<file path="src/rtl/vga_pkg.sv">
// rtl/vga_pkg.sv - shared types and constants for the scope capture path
package vga_pkg;

  typedef enum logic [1:0] {
    IDLE      = 2'd0,
    ARM       = 2'd1,
    CAPTURE   = 2'd2,
    WAIT_SWAP = 2'd3
  } capture_state_t;

  typedef enum logic [1:0] {
    TRIG_AUTO   = 2'd0,
    TRIG_RISE   = 2'd1,
    TRIG_FALL   = 2'd2,
    TRIG_SINGLE = 2'd3
  } trig_mode_t;

  localparam int SAMPLE_DEPTH = 256;

endpackage

</file>
<file path="src/rtl/trig_detect.sv">
// rtl/trig_detect.sv - level-crossing trigger against the previous valid sample
module trig_detect
  import vga_pkg::*;
#(
  parameter int DATA_W = 12
) (
  input  logic              clk,
  input  logic              rst,
  input  logic              clear,
  input  logic              en,
  input  logic              adc_valid,
  input  logic [DATA_W-1:0] adc_data,
  input  logic [DATA_W-1:0] trig_level,
  input  trig_mode_t        mode,
  output logic              trig_hit
);

  logic [DATA_W-1:0] prev_q;
  logic              prev_valid_q;
  logic              rise;
  logic              fall;

  always_ff @(posedge clk) begin
    if (rst || clear) begin
      prev_q       <= '0;
      prev_valid_q <= 1'b0;
    end else if (en && adc_valid) begin
      prev_q       <= adc_data;
      prev_valid_q <= 1'b1;
    end
  end

  assign rise = (prev_q < trig_level) && (adc_data >= trig_level);
  assign fall = (prev_q > trig_level) && (adc_data <= trig_level);

  // Auto and single modes share rising detection with normal rising.
  assign trig_hit = en && adc_valid && prev_valid_q &&
                    ((mode == TRIG_FALL) ? fall : rise);

endmodule

</file>
<file path="src/rtl/capture_ctrl.sv">
// rtl/capture_ctrl.sv - triggered 256-sample capture into a vblank-swapped double buffer
module capture_ctrl
  import vga_pkg::*;
#(
  parameter int DEPTH   = SAMPLE_DEPTH,
  parameter int ADDR_W  = 8,
  parameter int DATA_W  = 12,
  parameter int AUTO_TO = 4096
) (
  input  logic              clk,
  input  logic              rst,
  input  logic              adc_valid,
  input  logic [DATA_W-1:0] adc_data,
  input  logic [DATA_W-1:0] trig_level,
  input  logic [1:0]        trig_mode,
  input  logic              run,
  input  logic              vblnk,
  output logic              wr_en,
  output logic [ADDR_W-1:0] wr_addr,
  output logic [DATA_W-1:0] wr_data,
  output logic              bank_sel,
  output logic              frame_ready,
  output logic [1:0]        state
);

  localparam int TO_W = $clog2(AUTO_TO + 1);
  localparam logic [TO_W-1:0]   TO_MAX    = '1;
  localparam logic [TO_W-1:0]   TO_LAST   = TO_W'(AUTO_TO - 1);
  localparam logic [ADDR_W-1:0] ADDR_LAST = ADDR_W'(DEPTH - 1);

  capture_state_t    state_q, state_d;
  trig_mode_t        mode_q, mode_d;
  logic [ADDR_W-1:0] addr_q, addr_d;
  logic [TO_W-1:0]   to_q, to_d;
  logic              wr_en_q, wr_en_d;
  logic [ADDR_W-1:0] wr_addr_q, wr_addr_d;
  logic [DATA_W-1:0] wr_data_q, wr_data_d;
  logic              bank_q, bank_d;
  logic              frame_q, frame_d;
  logic              vblnk_q;
  logic              td_clear;
  logic              trig_hit;

  trig_detect #(
    .DATA_W(DATA_W)
  ) u_trig_detect (
    .clk       (clk),
    .rst       (rst),
    .clear     (td_clear),
    .en        (state_q == ARM),
    .adc_valid (adc_valid),
    .adc_data  (adc_data),
    .trig_level(trig_level),
    .mode      (mode_q),
    .trig_hit  (trig_hit)
  );

  always_ff @(posedge clk) begin
    if (rst) begin
      state_q   <= IDLE;
      mode_q    <= TRIG_AUTO;
      addr_q    <= '0;
      to_q      <= '0;
      wr_en_q   <= 1'b0;
      wr_addr_q <= '0;
      wr_data_q <= '0;
      bank_q    <= 1'b0;
      frame_q   <= 1'b0;
      vblnk_q   <= 1'b0;
    end else begin
      state_q   <= state_d;
      mode_q    <= mode_d;
      addr_q    <= addr_d;
      to_q      <= to_d;
      wr_en_q   <= wr_en_d;
      wr_addr_q <= wr_addr_d;
      wr_data_q <= wr_data_d;
      bank_q    <= bank_d;
      frame_q   <= frame_d;
      vblnk_q   <= vblnk;
    end
  end

  always_comb begin
    state_d   = state_q;
    mode_d    = mode_q;
    addr_d    = addr_q;
    to_d      = to_q;
    wr_en_d   = 1'b0;
    wr_addr_d = wr_addr_q;
    wr_data_d = wr_data_q;
    bank_d    = bank_q;
    frame_d   = 1'b0;
    td_clear  = 1'b0;

    case (state_q)
      IDLE: begin
        mode_d   = trig_mode_t'(trig_mode);
        to_d     = '0;
        td_clear = 1'b1;
        if (run) state_d = ARM;
      end

      ARM: begin
        if (adc_valid) begin
          to_d = (to_q == TO_MAX) ? to_q : to_q + TO_W'(1);
          // A timeout landing on a real crossing still yields a single trigger.
          if (trig_hit || (mode_q == TRIG_AUTO && to_q == TO_LAST)) begin
            wr_en_d   = 1'b1;
            wr_addr_d = '0;
            wr_data_d = adc_data;
            addr_d    = ADDR_W'(1);
            state_d   = CAPTURE;
          end
        end
      end

      CAPTURE: begin
        if (adc_valid) begin
          wr_en_d   = 1'b1;
          wr_addr_d = addr_q;
          wr_data_d = adc_data;
          addr_d    = addr_q + ADDR_W'(1);
          if (addr_q == ADDR_LAST) state_d = WAIT_SWAP;
        end
      end

      WAIT_SWAP: begin
        if (vblnk && !vblnk_q) begin
          bank_d  = ~bank_q;
          frame_d = 1'b1;
          if (mode_q == TRIG_SINGLE || !run) begin
            state_d = IDLE;
          end else begin
            state_d  = ARM;
            to_d     = '0;
            td_clear = 1'b1;
          end
        end
      end

      default: state_d = IDLE;
    endcase
  end

  assign wr_en       = wr_en_q;
  assign wr_addr     = wr_addr_q;
  assign wr_data     = wr_data_q;
  assign bank_sel    = bank_q;
  assign frame_ready = frame_q;
  assign state       = state_q;

endmodule

</file>
<file path="config.mk">
export PLATFORM = sky130hd
export DESIGN_NAME = capture_ctrl
export DESIGN_NICKNAME = d
export VERILOG_FILES = /design/src/rtl/vga_pkg.sv /design/src/rtl/trig_detect.sv /design/src/rtl/capture_ctrl.sv
export SDC_FILE = /design/constraint.sdc
export NUM_CORES = 1
export LEC_CHECK = 0
export ABC_AREA = 1
export ABC_CLOCK_PERIOD_IN_PS = 1900
export BUFFER_PORTS_ARGS = -buffer_cell sky130_fd_sc_hd__buf_2
export CAP_MARGIN = 15
export CORE_MARGIN = 1.5
export CORE_UTILIZATION = 51
export DETAILED_ROUTE_END_ITERATION = 10
export HOLD_SLACK_MARGIN = 0.03
export PLACE_DENSITY = 0.76
export RECOVER_POWER = 100
export SETUP_SLACK_MARGIN = 0.1
export SLEW_MARGIN = 30
export SYNTH_ARGS = -nofsm -noshare
export SYNTH_HDL_FRONTEND = slang
export SYNTH_SLANG_ARGS = --single-unit
</file>
<file path="constraint.sdc">
create_clock -name clk -period 1.9 [get_ports clk]
set_clock_uncertainty 0.1 [all_clocks]
set_input_delay 0.095 -clock clk [delete_from_list [all_inputs] [get_ports clk]]
set_output_delay 0.095 -clock clk [all_outputs]
set_load 0.02 [all_outputs]
</file>
==> results of run 1 <==
## timing repair
item	in CTS	in global routing
gates resized for setup	28	55
endpoints found under the hold margin	13	0
hold buffers	9	0
buffers inserted	8	3
cloned	0	2
endpoints found under the setup margin	35	44
pin swaps	10	36
## cell usage after synthesis
cell	count
a2111oi_2	1
a211oi_1	3
a21o_1	2
a21oi_1	36
a2bb2oi_1	1
a31oi_1	1
and2_4	1
buf_12	1
buf_2	5
buf_4	1
buf_6	4
clkbuf_1	6
clkinv_1	1
dfxtp_1	62
ha_1	31
inv_1	57
inv_2	1
inv_4	1
nand2_1	118
nand2_2	3
nand2_4	1
nand3_1	29
nand3_2	12
nand3_4	1
nand3b_1	11
nand4_1	5
nand4_2	1
nor2_1	79
nor2_2	9
nor3_1	4
o21ai_0	13
o21ai_1	2
o21bai_1	2
o22ai_1	1
or2_1	1
or2_2	1
xnor2_1	1
## cell families (layout without fill, tap and decap cells)
group | after synthesis | in the layout | synth area share
simple gates | 276 | 276 | 0.354
compound gates | 62 | 62 | 0.0954
fa+ha+maj | 31 | 31 | 0.108
xor+xnor | 1 | 1 | 0.00243
buf+inv | 77 | 184 | 0.0965
flops | 62 | 62 | 0.344
## cell type report
class	instances	area, um2	area share
inverter	60	235	0.0472
clock buffer	12	145	0.0291
sequential	62	1250	0.252
timing repair buffer	108	777	0.156
multi-input combinational	370	2420	0.487
clock inverter	4	22.5	0.00452
tap	96	120	0.0241
## power breakdown
| part | total [uW] | switching (uW) | internal [uW] | leakage (uW) |
|---|---|---|---|---|
| registers | 1860 | 256 | 1600 | 0.000510 |
| logic | 2720 | 1570 | 1150 | 0.00165 |
| clock network | 1040 | 534 | 503 | 0.0000861 |
## how the worst max path moves through the flow
| stage | cells past startpoint | start | end |
|---|---|---|---|
| floorplan | 16 | u_trig_detect.prev_q[9] | wr_data[10] |
| global placement | 15 | u_trig_detect.prev_q[11] | wr_data[1] |
| detailed placement | 18 | u_trig_detect.prev_q[7] | addr_q[0] |
| CTS | 18 | u_trig_detect.prev_q[7] | addr_q[0] |
| global route | 16 | u_trig_detect.prev_q[5] | wr_data[0] |
| finish | 16 | u_trig_detect.prev_q[7] | wr_data[0] |
## tightest hold or removal path, stage by stage
cell	delay, ns
buf_2	0.11
buf_4	0.13
nand3_1	0.06
a21oi_1	0.06
## state kept, by name, summed over array words and instances (netlist names)
name / flops
to_q: 13
bank_sel: 1
wr_en: 1
u_trig_detect.prev_valid_q: 1
vblnk_q: 1
frame_ready: 1
addr_q: 8
mode_q: 2
state: 2
wr_data: 12
u_trig_detect.prev_q: 12
wr_addr: 8
## stage by stage
step / utilization / hold WS, ns / std cells / cell area, um2 / setup TNS (ns)
floorplan: - / 0.0641 / 509 / 3730 / -0.677
global placement: 0.627 / 0.217 / 675 / 4280 / -2.71
detailed placement: 0.627 / 0.242 / 675 / 4280 / -3.09
CTS: 0.686 / 0.0379 / 707 / 4690 / -3.87
global route: 0.729 / 0.0574 / 712 / 4980 / -8.65
finish: 0.729 / 0.0500 / 712 / 4980 / -4.62
## layer usage
metal	part of all wire	up-vias
met2	0.49	86
met4	0.023	0
met5	0	-
met1	0.44	1654
li1	-	1841
met3	0.045	19
==> metrics.txt, run 1 <==
Detail Route Antenna Nets 0; Seq/Total Area, Yosys 0.344; max-slew violation count 0; GR met2 Demand/Resource 0.416; R2R setup slack -0.19 ns; average footprint of a synthesized cell 7.08 um2; CTS Sinks 62; min cycle time layout 2.09 ns; overall routing resource usage 0.247; # diodes 0; CTS tree yes; num rows 30; IO Pins 56; Worst path slowest cell dfxtp_2; first-pass GRT wire length 14.6 mm; H-tree depth 3; Clock Latency Late Sink 0.34 ns; hold crit path type in -> reg; RSZ-0062 raised after global routing yes; final hold violations 0; layout cells sized above 1 0.339; Hold Path Sink u_trig_detect.prev_q[10]; Max Cap Viol 0; Syn Nets 571; drt wl/cell 13.5 um; Num CTS Buffers 9; DR iter-0 viols 148; CP dominant cell by count nor2_2; Final Setup Violations 31; Slew HR 0.744; worst hold path depth 4; met1 usage 0.309; GR Util met3 0.0427; layer carrying the most global-route usage met2; CP max stage delay 0.34 ns; buffer and inverter count on the worst path 2; startpoint types flip-flop; Fillers 525; largest net degree at the start of global routing 30; die height 87.1 um; crit path DAT 2.27 ns; worst vdd ir 491 uV; initial antenna violation count 0; port bufs 55; total die area 7580 um2; status complete, but fails checks; power consumption 5620 uW; area of the mapped netlist 3610 um2; core area 6830 um2; area grow syn2layout 38.1%; initial core utilization 0.528; GRT Residual Overflow 0; Distinct cells, synth 37; final net count 673; Residual DRC 0; Yosys top cell area share 0.344; crit-path cells ha_4 -> nand2_4 -> nor2_2 -> nand2_2 -> a21oi_2 -> nor2_2 -> nor2_1 -> nand2_1 -> nand2_1 -> nand3_2 -> nand3_4 -> nand2_4 -> inv_8 -> clkbuf_16 -> nor2_2 -> nor2_1; vias per cell 5.06; failing checks setup timing; Power Density 1130 nW/um2; Tcrit/Tclk final 1.10; f_max 478 MHz; DP Worst Slack -0.131 ns; Worst-path clk slew 0.07 ns; Placer Congestion 0.874; Worst EP required 2.08 ns; drt total wl 9.62 mm; Synth area leaders dfxtp_1 34%, nand2_1 12%, ha_1 11%; via count 3,600; largest fanout on the critical path 7; fin worst setup slack -0.191 ns; synthesized flop and latch total 62; CP top delay family simple AND/OR/NAND/NOR gates; Worst R2R Start u_trig_detect.prev_q[7]; Final HPWL DP 6.32 mm; Clock Path Buffers 2; most frequent cells in the layout 108 x nand2_1, 55 x inv_1, 52 x nor2_1, 51 x dfxtp_1, 47 x buf_2; commonest non-fill, non-tap cell in the layout nand2_1; Worst-Margin Slew 0.382 ns; Static Leakage 0.00224 uW; hold_sp adc_data[10]; First-pass DRT Iterations 4; vias in the first global route 3,307; DIE WIDTH 87.1 um; worst r2r dst wr_data[0]; yosys warns 0; root buf cell clkbuf_8; Reg2Reg Depth 16; CP Capture Type flip-flop; Mapped Cells 509; Crit Path Category reg -> reg; Synth area leader dfxtp_1
No activity file was read; power rests on OpenSTA's default activity.
==> run 2, diff against run 1 <==
CORE_UTILIZATION = 44   (was 51)
PLACE_DENSITY = 0.67   (was 0.76)
==> metrics.txt, run 2 (same netlist as run 1, synthesis figures left out) <==
most frequent cells in the layout 109 x nand2_1, 68 x nor2_1, 55 x inv_1, 51 x dfxtp_1, 34 x a21oi_1; Gate power share 0.444; Clock Path Buffers 2; Max Cap Viol 0; vias in the first global route 3,172; largest net degree at the start of global routing 32; Clock Latency Late Sink 0.34 ns; Static Leakage 0.00207 uW; crit path DAT 2.22 ns; # diodes 0; Min Hold Slack 0.0412 ns; Net Switching 2190 uW; drt wl/cell 12.7 um; f_max 493 MHz; DP Worst Slack -0.204 ns; Worst EP required 2.09 ns; DIE WIDTH 93.5 um; commonest non-fill, non-tap cell in the layout nand2_1; CTS Sinks 62; Internal 3170 uW; total die area 8750 um2; die height 93.5 um; root buf cell clkbuf_8; layout cells sized above 1 0.269; max FFs per register 13; worst vdd ir 516 uV; max-slew violation count 0; Residual DRC 0; Clock power frac 0.221; initial antenna violation count 0; final net count 663; Final Core Density 0.600; startpoint types flip-flop; CTS tree yes; GRT Residual Overflow 0; IO Pins 56; Worst-Margin Slew 0.337 ns; H-tree depth 3; failing checks setup timing; CP Capture Type flip-flop; core area 7850 um2; hold crit path type in -> reg; Power Density 1140 nW/um2; vias per cell 4.95; via count 3,503; min cycle time layout 2.03 ns; sw frac 0.409; area grow syn2layout 30.7%; RSZ-0062 raised after global routing yes; Worst-path clk slew 0.08 ns; Crit Path Category reg -> reg; num rows 32; power consumption 5370 uW; Fillers 739; Placer Congestion 0.839; First-pass DRT Iterations 4; Final Setup Violations 30; Detail Route Antenna Nets 0; port bufs 55; drt total wl 8.98 mm; sequential share of power 0.335; fin worst setup slack -0.130 ns; first-pass GRT wire length 14.7 mm; final hold violations 0; Num CTS Buffers 9; initial core utilization 0.460; status complete, but fails checks; Final HPWL DP 6.34 mm; Tcrit/Tclk final 1.07; Top reg by flops to_q; Slew HR 0.774; largest fanout on the critical path 25; overall routing resource usage 0.213; DR iter-0 viols 131
## run 2: power by group through the flow
stage	logic [uW]	registers (uW)	clock network (uW)
finish	2380	1800	1190
CTS	2400	1790	1200
global route	2640	1840	1280
detailed placement	2200	1800	0
floorplan	1340	2000	0
global placement	2140	1790	0
## run 2: repair_timing
item | 4_1_cts | 5_1_grt
hold buffers | 9 | 0
gates cloned | 1 | 0
hold endpoints to repair | 13 | 0
gates resized for setup | 28 | 13
setup buffers | 3 | 0
pin swaps | 11 | 10
setup endpoints to repair | 35 | 44
## run 2: through the flow
step                setup TNS (ns)  cell area (um2)  cells
floorplan                   -0.677             3730    509
finish                       -3.32             4710    708
global route                 -7.82             4710    708
global placement             -3.35             4260    679
detailed placement           -5.26             4260    679
CTS                          -2.91             4700    708
## run 2: area by class of cell
type | count | area, um2 | area share
clock buffers | 10 | 138 | 0.0292
clock inverters | 6 | 61.3 | 0.0130
inverters | 60 | 233 | 0.0494
multi-input cells | 370 | 2260 | 0.480
flip-flops and latches | 62 | 1250 | 0.266
well taps | 102 | 128 | 0.0271
repair buffers | 98 | 638 | 0.135
## run 2: per-layer routing
metal	GRT usage	share of wire
met5	0	0
met4	0.0759	0.012
met3	0.0415	0.051
met2	0.348	0.47
met1	0.279	0.47
## run 2: worst paths after layout
kind,start,cells past startpoint,slack [ns],to
worst max-delay path,u_trig_detect.prev_q[5],15,-0.13,addr_q[0]
worst min register to register,to_q[10],1,0.36,to_q[10]
worst max register to register,u_trig_detect.prev_q[5],15,-0.13,addr_q[0]
worst min-delay path,adc_data[0],5,0.04,wr_data[0]
## run 2: critical path, stage by stage (launching register included)
cell and delay, ns:
dfxtp_2 0.33, ha_4 0.27, nand2_2 0.05, nor2_2 0.11, nand2_2 0.07, a21oi_2 0.11, nor2_1 0.07, nor2_1 0.09
nand2_1 0.07, nand2_1 0.06, nand3_2 0.09, nand3_4 0.14, nand2_4 0.09, inv_8 0.16, nor2_1 0.07, nor2_1 0.09
